[src/rtl/testmult_pkg.sv]
// -----------------------------------------------------------------------------
// testmult_pkg
// Shared types, default widths and the residue helper for the pipelined
// multiply / multiply-accumulate test engine (testmult_pipe).
//
// Optional feature: `TESTMULT_RESIDUE_CHECK_EN adds a residue field to the
// pipeline stage record. Without the macro the field does not exist.
// -----------------------------------------------------------------------------
package testmult_pkg;

  localparam int DATA_W_DEF = 18;
  localparam int IN_W_DEF   = 32;
  localparam int STAGES_DEF = 3;
  localparam int ACC_W_DEF  = 44;
  localparam int RES_W_DEF  = 4;

  // Upper bounds for the stage record fields. The record is shared by all
  // parameterisations, so it is sized for the widest legal product/residue.
  localparam int MAX_PROD_W = 64;
  localparam int MAX_RES_W  = 16;

  typedef enum logic [1:0] {
    ST_IDLE,   // no operands held
    ST_ARMED,  // operands held, engine stalled
    ST_RUN     // operands held, issuing every enabled cycle
  } state_e;

  typedef struct packed {
    logic                  valid;
    logic [MAX_PROD_W-1:0] prod;
`ifdef TESTMULT_RESIDUE_CHECK_EN
    logic [MAX_RES_W-1:0]  res;
`endif
  } stage_t;

  // Residue of x modulo 2^w - 1. Bit i carries weight 2^(i mod w); the
  // weighted sum is then end-around folded. The all-ones code is the second
  // representation of zero and is canonicalised to 0. Valid for 2 <= w <= 16.
  function automatic logic [MAX_RES_W-1:0] mod_mersenne(input logic [MAX_PROD_W-1:0] x,
                                                        input int w);
    logic [31:0] s;
    logic [31:0] m;
    s = '0;
    m = (32'd1 << w) - 32'd1;
    for (int i = 0; i < MAX_PROD_W; i++) begin
      if (x[i]) s = s + (32'd1 << (i % w));
    end
    for (int k = 0; k < 8; k++) begin
      s = (s & m) + (s >> w);
    end
    if (s == m) s = '0;
    return s[MAX_RES_W-1:0];
  endfunction

endpackage

[src/rtl/testmult_pipe_if.sv]
// -----------------------------------------------------------------------------
// testmult_pipe_if
// Load/control and result bus of the test multiplier.
//   master : control side (drives run/load/mode controls, reads results)
//   slave  : the engine itself
// Signals: clk_ena, load_ena, load_data1/2, mode, acc_clr, fault_inj (in to
// engine); data_out, out_valid, out_cnt, acc_ovf, res_err (out of engine).
// -----------------------------------------------------------------------------
interface testmult_pipe_if #(
  parameter int IN_W  = 32,
  parameter int ACC_W = 44
);
  logic             clk_ena;
  logic             load_ena;
  logic [IN_W-1:0]  load_data1;
  logic [IN_W-1:0]  load_data2;
  logic             mode;
  logic             acc_clr;
  logic             fault_inj;
  logic [ACC_W-1:0] data_out;
  logic             out_valid;
  logic [15:0]      out_cnt;
  logic             acc_ovf;
  logic             res_err;

  modport master (
    output clk_ena, load_ena, load_data1, load_data2, mode, acc_clr, fault_inj,
    input  data_out, out_valid, out_cnt, acc_ovf, res_err
  );

  modport slave (
    input  clk_ena, load_ena, load_data1, load_data2, mode, acc_clr, fault_inj,
    output data_out, out_valid, out_cnt, acc_ovf, res_err
  );
endinterface

[src/rtl/residue_mod.sv]
// -----------------------------------------------------------------------------
// residue_mod
// Registered residue folder: captures (data mod 2^RES_W - 1) whenever
// load_ena is high, so the residue is available in the same cycle as the
// operand register it shadows. Used only by residue-checking builds.
// Ports: clk, rst_n, load_ena, data [DATA_W], res [RES_W].
// -----------------------------------------------------------------------------
module residue_mod
  import testmult_pkg::*;
#(
  parameter int DATA_W = 18,
  parameter int RES_W  = 4
) (
  input  logic              clk,
  input  logic              rst_n,
  input  logic              load_ena,
  input  logic [DATA_W-1:0] data,
  output logic [RES_W-1:0]  res
);
  logic [RES_W-1:0] res_q, res_d;

  always_comb begin
    res_d = res_q;
    if (load_ena) res_d = RES_W'(mod_mersenne(MAX_PROD_W'(data), RES_W));
  end

  always_ff @(posedge clk or negedge rst_n) begin
    if (!rst_n) res_q <= '0;
    else        res_q <= res_d;
  end

  assign res = res_q;
endmodule

[src/rtl/testmult_pipe.sv]
// -----------------------------------------------------------------------------
// testmult_pipe
// Pipelined multiply / multiply-accumulate test engine. Operands captured on
// load_ena are re-issued every cycle the FSM is in RUN; each product walks
// STAGES registers and is then either presented raw (mode 0) or folded into
// the ACC_W accumulator (mode 1). clk_ena low freezes every stage and the
// output/accumulator state.
// Ports: clk, rst_n (async, active low), bus (testmult_pipe_if.slave).
// Optional: `TESTMULT_RESIDUE_CHECK_EN adds a mod 2^RES_W-1 residue checker
// driving res_err and honouring fault_inj; otherwise res_err is tied low and
// fault_inj is ignored.
// -----------------------------------------------------------------------------
module testmult_pipe
  import testmult_pkg::*;
#(
  parameter int DATA_W = DATA_W_DEF,
  parameter int IN_W   = IN_W_DEF,
  parameter int STAGES = STAGES_DEF,
  parameter int ACC_W  = ACC_W_DEF,
  parameter int RES_W  = RES_W_DEF
) (
  input logic             clk,
  input logic             rst_n,
  testmult_pipe_if.slave  bus
);

  if (DATA_W > IN_W || 2 * DATA_W > ACC_W || 2 * DATA_W > MAX_PROD_W ||
      STAGES < 1 || RES_W < 2 || RES_W > MAX_RES_W) begin : g_bad_cfg
    $error("testmult_pipe: illegal parameter combination");
  end

  state_e            state_q, state_d;
  logic [DATA_W-1:0] op_a_q, op_a_d, op_b_q, op_b_d;
  stage_t            st_q [STAGES];
  stage_t            st_d [STAGES];
  stage_t            out_st;
  logic [ACC_W-1:0]  acc_q, acc_d, data_out_q, data_out_d;
  logic              out_valid_q, out_valid_d, acc_ovf_q, acc_ovf_d;
  logic [15:0]       out_cnt_q, out_cnt_d;
  logic              issue;
  logic [ACC_W-1:0]  prod_ext;
  logic [ACC_W:0]    sum;

`ifdef TESTMULT_RESIDUE_CHECK_EN
  logic [RES_W-1:0]  res_a, res_b;
  logic              res_err_q, res_err_d;

  residue_mod #(.DATA_W(DATA_W), .RES_W(RES_W)) u_res_a (
    .clk(clk), .rst_n(rst_n), .load_ena(bus.load_ena),
    .data(DATA_W'(bus.load_data1)), .res(res_a)
  );
  residue_mod #(.DATA_W(DATA_W), .RES_W(RES_W)) u_res_b (
    .clk(clk), .rst_n(rst_n), .load_ena(bus.load_ena),
    .data(DATA_W'(bus.load_data2)), .res(res_b)
  );
`endif

  // The IDLE/ARMED -> RUN edge issues nothing; RUN with clk_ena low is a stall.
  assign issue = (state_q == ST_RUN) && bus.clk_ena;

  // NOTE: every always_comb output gets a default first, so no path leaves a
  // signal unassigned and no latch is inferred.
  always_comb begin
    state_d = state_q;
    unique case (state_q)
      ST_IDLE:            if (bus.load_ena) state_d = ST_ARMED;
      ST_ARMED, ST_RUN:   state_d = bus.clk_ena ? ST_RUN : ST_ARMED;
      default:            state_d = ST_IDLE;
    endcase
  end

  // Loads are independent of clk_ena; an issue in the load cycle still sees
  // the old operands because it reads op_*_q.
  always_comb begin
    op_a_d = op_a_q;
    op_b_d = op_b_q;
    if (bus.load_ena) begin
      op_a_d = DATA_W'(bus.load_data1);
      op_b_d = DATA_W'(bus.load_data2);
    end
  end

  always_comb begin
    for (int i = 0; i < STAGES; i++) st_d[i] = st_q[i];
    if (bus.clk_ena) begin
      st_d[0]       = '0;
      st_d[0].valid = issue;
      if (issue) begin
        st_d[0].prod = MAX_PROD_W'(op_a_q) * MAX_PROD_W'(op_b_q);
`ifdef TESTMULT_RESIDUE_CHECK_EN
        st_d[0].prod[0] = st_d[0].prod[0] ^ bus.fault_inj;
        st_d[0].res     = mod_mersenne(MAX_PROD_W'(res_a) * MAX_PROD_W'(res_b), RES_W);
`endif
      end
      for (int i = 1; i < STAGES; i++) st_d[i] = st_q[i-1];
    end
  end

  assign out_st = st_q[STAGES-1];

  always_comb begin
    prod_ext    = ACC_W'(out_st.prod);
    sum         = {1'b0, acc_q} + {1'b0, prod_ext};
    out_valid_d = bus.clk_ena && out_st.valid;
    data_out_d  = data_out_q;
    acc_d       = acc_q;
    acc_ovf_d   = acc_ovf_q;
    out_cnt_d   = out_cnt_q;
    if (out_valid_d) begin
      out_cnt_d = out_cnt_q + 16'd1;
      if (bus.acc_clr) begin
        acc_d     = prod_ext;
        acc_ovf_d = 1'b0;
      end else if (bus.mode) begin
        acc_d = sum[ACC_W-1:0];
        if (sum[ACC_W]) acc_ovf_d = 1'b1;
      end
      data_out_d = bus.mode ? acc_d : prod_ext;
    end else if (bus.clk_ena && bus.acc_clr) begin
      acc_d     = '0;
      acc_ovf_d = 1'b0;
    end
  end

`ifdef TESTMULT_RESIDUE_CHECK_EN
  // Compared against the residue of the product as it actually left the
  // pipeline, so a corrupted product is caught even though its operands were fine.
  always_comb begin
    res_err_d = 1'b0;
    if (out_valid_d) res_err_d = (mod_mersenne(out_st.prod, RES_W) != out_st.res);
  end
`endif

  // NOTE: state registers use non-blocking assignments so every flop samples
  // its pre-edge inputs regardless of process ordering.
  // NOTE: every stage (not just its valid bit) is reset, so a reset mid-run
  // flushes in-flight results and the output values start from a known 0.
  always_ff @(posedge clk or negedge rst_n) begin
    if (!rst_n) begin
      state_q     <= ST_IDLE;
      op_a_q      <= '0;
      op_b_q      <= '0;
      for (int i = 0; i < STAGES; i++) st_q[i] <= '0;
      acc_q       <= '0;
      data_out_q  <= '0;
      out_valid_q <= 1'b0;
      acc_ovf_q   <= 1'b0;
      out_cnt_q   <= '0;
`ifdef TESTMULT_RESIDUE_CHECK_EN
      res_err_q   <= 1'b0;
`endif
    end else begin
      state_q     <= state_d;
      op_a_q      <= op_a_d;
      op_b_q      <= op_b_d;
      for (int i = 0; i < STAGES; i++) st_q[i] <= st_d[i];
      acc_q       <= acc_d;
      data_out_q  <= data_out_d;
      out_valid_q <= out_valid_d;
      acc_ovf_q   <= acc_ovf_d;
      out_cnt_q   <= out_cnt_d;
`ifdef TESTMULT_RESIDUE_CHECK_EN
      res_err_q   <= res_err_d;
`endif
    end
  end

  assign bus.data_out  = data_out_q;
  assign bus.out_valid = out_valid_q;
  assign bus.out_cnt   = out_cnt_q;
  assign bus.acc_ovf   = acc_ovf_q;
`ifdef TESTMULT_RESIDUE_CHECK_EN
  assign bus.res_err   = res_err_q;
`else
  assign bus.res_err   = 1'b0;
`endif

endmodule

[src/flat_wrapper.sv]
// flat-port wrapper written by rule: the top's interface ports become plain ports
module testmult_pipe_flat import testmult_pkg::*;
#(
  parameter int DATA_W = DATA_W_DEF,
  parameter int IN_W   = IN_W_DEF,
  parameter int STAGES = STAGES_DEF,
  parameter int ACC_W  = ACC_W_DEF,
  parameter int RES_W  = RES_W_DEF
)
  (clk, rst_n, bus_clk_ena, bus_load_ena, bus_load_data1, bus_load_data2, bus_mode, bus_acc_clr, bus_fault_inj, bus_data_out, bus_out_valid, bus_out_cnt, bus_acc_ovf, bus_res_err);
  testmult_pipe_if #(.IN_W(IN_W), .ACC_W(ACC_W)) bus_i ();
  input logic clk;
  input logic rst_n;
  input wire logic [$bits(bus_i.clk_ena)-1:0] bus_clk_ena;
  input wire logic [$bits(bus_i.load_ena)-1:0] bus_load_ena;
  input wire logic [$bits(bus_i.load_data1)-1:0] bus_load_data1;
  input wire logic [$bits(bus_i.load_data2)-1:0] bus_load_data2;
  input wire logic [$bits(bus_i.mode)-1:0] bus_mode;
  input wire logic [$bits(bus_i.acc_clr)-1:0] bus_acc_clr;
  input wire logic [$bits(bus_i.fault_inj)-1:0] bus_fault_inj;
  output wire logic [$bits(bus_i.data_out)-1:0] bus_data_out;
  output wire logic [$bits(bus_i.out_valid)-1:0] bus_out_valid;
  output wire logic [$bits(bus_i.out_cnt)-1:0] bus_out_cnt;
  output wire logic [$bits(bus_i.acc_ovf)-1:0] bus_acc_ovf;
  output wire logic [$bits(bus_i.res_err)-1:0] bus_res_err;
  assign bus_i.clk_ena = bus_clk_ena;
  assign bus_i.load_ena = bus_load_ena;
  assign bus_i.load_data1 = bus_load_data1;
  assign bus_i.load_data2 = bus_load_data2;
  assign bus_i.mode = bus_mode;
  assign bus_i.acc_clr = bus_acc_clr;
  assign bus_i.fault_inj = bus_fault_inj;
  assign bus_data_out = bus_i.data_out;
  assign bus_out_valid = bus_i.out_valid;
  assign bus_out_cnt = bus_i.out_cnt;
  assign bus_acc_ovf = bus_i.acc_ovf;
  assign bus_res_err = bus_i.res_err;
  testmult_pipe #(.DATA_W(DATA_W), .IN_W(IN_W), .STAGES(STAGES), .ACC_W(ACC_W), .RES_W(RES_W)) u_core (.clk(clk), .rst_n(rst_n), .bus(bus_i));
endmodule
[config.mk]
export PLATFORM = sky130hd
export DESIGN_NAME = testmult_pipe_flat
export DESIGN_NICKNAME = d
export VERILOG_FILES = /design/src/rtl/testmult_pkg.sv /design/src/rtl/testmult_pipe_if.sv /design/src/rtl/residue_mod.sv /design/src/rtl/testmult_pipe.sv /design/src/flat_wrapper.sv
export SDC_FILE = /design/constraint.sdc
export NUM_CORES = 1
export LEC_CHECK = 0
export ABC_AREA = 1
export CELL_PAD_IN_SITES_DETAIL_PLACEMENT = 0
export CELL_PAD_IN_SITES_GLOBAL_PLACEMENT = 2
export CORE_AREA = 2 2 251 253
export CTS_BUF_LIST = sky130_fd_sc_hd__clkbuf_2
export DETAILED_ROUTE_END_ITERATION = 10
export DIE_AREA = 0 0 253 255
export PLACE_DENSITY = 0.91
export SETUP_SLACK_MARGIN = 0.02
export SLEW_MARGIN = 20
export SYNTH_ARGS = -nofsm -noshare
export SYNTH_HDL_FRONTEND = slang
export SYNTH_HIERARCHICAL = 1
export SYNTH_SLANG_ARGS = --single-unit
[constraint.sdc]
create_clock -name clk -period 15.4 [get_ports clk]
set_clock_uncertainty 0.05 [all_clocks]
set_input_delay 3.85 -clock clk [delete_from_list [all_inputs] [get_ports clk]]
set_output_delay 3.85 -clock clk [all_outputs]
set_load 0.05 [all_outputs]
==> flow_metrics.tcl <==
set metrics [dict create \
    outcome "finished clean" \
    synth-async-reset-ratio_pct 100 \
    path_class "flop to flop" \
    hold_class "flop to flop" \
    worstSetupStartpointType "flop" \
    cts.path.max_buffers 3 \
    dpl.hpwl_um 48200 \
    timing.slew.headroom_pct 32.5 \
    routed-via-count 20000 \
    die_y_um 255 \
    grt_usage_pct 20.8 \
    cts.sink_count 255 \
    drt.antenna.violating_nets 0 \
    clock_latency_ns 1.05 \
    cts_buffers 75 \
    boundaryPins 134 \
    register_area_um2 6380 \
    clock_tree.root_cell "clkbuf_2" \
    cts_resized 0 \
    buffer_ports.inserted 103 \
    worstPathBufferInverterCount 3 \
    die_area_um2 64500 \
    min_period_over_period_pct 40.8 \
    slowest_cell_on_crit_path "dfrtp_1" \
    hold_viol 0 \
    grt_overflow 0 \
    filler_cell_count 6426 \
    die_w_um 253 \
    timing.setup.tns_ns 0 \
    post_synth_main_area_contributors "dfrtp_1 26%, fa_1 21%, nand2_1 15%" \
    grt_first_pass_wirelength_um 108000 \
    achievable-frequency_mhz 159 \
    fin_nets 3742 \
    tritoncts "yes" \
    worst_path_dominant_cell_family "adder cells" \
    rsz_0062_raised_after_global_routing "false" \
    drv_slew 0 \
    layout_commonest_cell "nand2_1" \
    worst_setup_path_end_kind "flop" \
    min_period_ns 6.28 \
    routedWlPerCell_um 15.7 \
    detail_route.iter0.violations 1175 \
    core_um2 62200 \
    synth-main-ff-cell "dfrtp_1" \
    critPathRequiredTime_ns 16.23 \
    worst_slew_pin_tran_ns 1.01 \
    routabilityCongestion 0.881 \
    post_cts_buffers 0 \
    antenna_violations_before_repair 3 \
    viasPerCell 4.86 \
    syn-mean-instance-area_um2 7.63 \
    crit_chain "nand2_1 -> fa_1 -> fa_1 -> fa_1 -> inv_1 -> fa_1 -> fa_1 -> inv_1 -> fa_1 -> inv_1 -> ha_1 -> a21oi_1 -> o21ai_0 -> o21bai_1 -> a21oi_1 -> o21ai_0 -> o21ai_0 -> nand2_1" \
    synth.largest_area_cell "dfrtp_1" \
    grt_max_degree 84 \
    grt_pass1_vias 21000 \
    synth_nets 3693 \
    crit_fanout 19 \
    area_growth_pct 9.30 \
    synth_enable_flop_cells 0 \
    floorplan.initialDensity_pct 39.5 \
    synth_seq_cells 255 \
    clock_tree.htree_level_count 3 \
    multiInputGateArea_um2 15100 \
    core_rows 92 \
    cp_data_arrival_time_ns 7.12 \
    synth_top_area_share_pct 26.0 \
    drtPass1Iterations 7 \
    cpPeakStageDelay_ns 0.90 \
    sequential_cell_area_fraction_in_the_yosys_report_pct 26.0 \
    critical-path-top-cell-by-count "fa_1" \
    drt_drc_violations_left 0 \
    drt_wl_total_um 64500 \
    synth_cells 3215 \
    setup_viol 0 \
    most_used_cells_in_the_layout_excluding_fill_and_tap_cells "961 x nand2_1, 652 x inv_1, 257 x fa_1" \
    cts_hold_buffers 0 \
    clk_pin_slew_worst_setup_hold_paths_ns 0.10 \
    synth_area_um2 24500 \
    synth.distinct_cells 53 \
    synth_warnings 6 \
    drive_gt1_share_pct 7.05 \
    drv.max_cap_violation_count 0 \
]
==> registers in the layout, indices dropped and copies added (netlist names) <==
register,cells
u_core/st_q,74
u_core/acc_q,44
u_core/bus.data_out,44
u_core/out_st,37
u_core/op_a_q,18
u_core/op_b_q,18
u_core/bus.out_cnt,16
u_core/state_q,2
u_core/bus.acc_ovf,1
u_core/bus.out_valid,1
==> stage by stage <==
step / instance area (µm²) / utilization [%] / instances / hold WS (ns) / setup slack (ns)
3_5_place_dp: 26100 / 42.0 / 3986 / 0.410 / 8.95
5_1_grt: 26800 / 43.1 / 4123 / 0.403 / 8.70
3_3_place_gp: 26100 / 42.0 / 3986 / 0.404 / 9.00
6_report: 26800 / 43.1 / 4123 / 0.374 / 9.12
4_1_cts: 26800 / 43.1 / 4120 / 0.387 / 8.98
2_1_floorplan: 24500 / - / 3215 / 0.392 / 9.88
==> final cells by class <==
class / count / area share (%)
Sequential cell: 255 / 23.8
Tap cell: 799 / 3.73
Antenna cell: 3 / 0.0280
Timing Repair Buffer: 119 / 4.25
Inverter: 658 / 9.22
Multi-Input combinational cell: 2155 / 56.3
Clock buffer: 109 / 2.04
Clock inverter: 25 / 0.611
==> metal layers <==
layer  global-route usage, %  wire (µm)
met5                       0          7
met4                    7.15       1560
met3                    2.66       2610
met2                    36.5      31400
met1                    26.5      28900
==> worst reg2reg max path, stage by stage (launching register included) <==
cell and delay (ns):
dfrtp_1 0.90, nand2_1 0.19, fa_1 0.58, fa_1 0.52
fa_1 0.53, inv_1 0.06, fa_1 0.51, fa_1 0.50
inv_1 0.05, fa_1 0.47, inv_1 0.04, ha_1 0.36
a21oi_1 0.22, o21ai_0 0.15, o21bai_1 0.20, a21oi_1 0.29
o21ai_0 0.23, o21ai_0 0.23, nand2_1 0.06
==> cells in the mapped netlist, types with 10 or more instances <==
master / count
fa_1: 257
o21bai_1: 10
nor3_1: 14
xnor2_1: 23
ha_1: 150
a21oi_1: 149
nand2_1: 961
buf_2: 13
nor2_1: 113
o21ai_1: 22
inv_1: 653
nand2_2: 28
buf_1: 22
o21ai_0: 173
nand4_1: 12
nand3_1: 116
dfrtp_1: 255
mux2_2: 34
xor2_1: 12
clkbuf_1: 109
==> final timing paths <==
path | from | endpoint | slack (ns) | depth (start not counted)
min in group asynchronous | rst_n | u_core/bus.data_out[40]$_DFFE_PN0P_ | 2.71 | 1
min | u_core/st_q[97]$_DFFE_PN0P_ | u_core/out_st[32]$_DFFE_PN0P_ | 0.37 | 2
max | u_core/op_b_q[3]$_DFFE_PN0P_ | u_core/st_q[165]$_DFFE_PN0P_ | 9.12 | 18
max reg2reg | u_core/op_b_q[3]$_DFFE_PN0P_ | u_core/st_q[165]$_DFFE_PN0P_ | 9.12 | 18
min reg2reg | u_core/st_q[97]$_DFFE_PN0P_ | u_core/out_st[32]$_DFFE_PN0P_ | 0.37 | 2
max in group asynchronous | rst_n | u_core/out_st[64]$_DFFE_PN0P_ | 11.14 | 2
==> cell families (layout without fill, tap and decap cells) <==
kind of cell               Yosys count  after routing  share of synthesized area [%]
other                                1              4                         0.0153
xor gates and xnor gates            35             35                           1.25
muxes                               34             34                           1.56
buffers and inverters              805            911                           12.4
adders and majority gates          407            407                           28.6
AOI/OAI and AO/OA                  400            400                           8.75
and+or+nand+nor                   1278           1278                           21.3
DFF                                255            255                           26.0
Power is not shown: default switching activity piles up to over one toggle a cycle in this logic, so the estimate is an artifact.
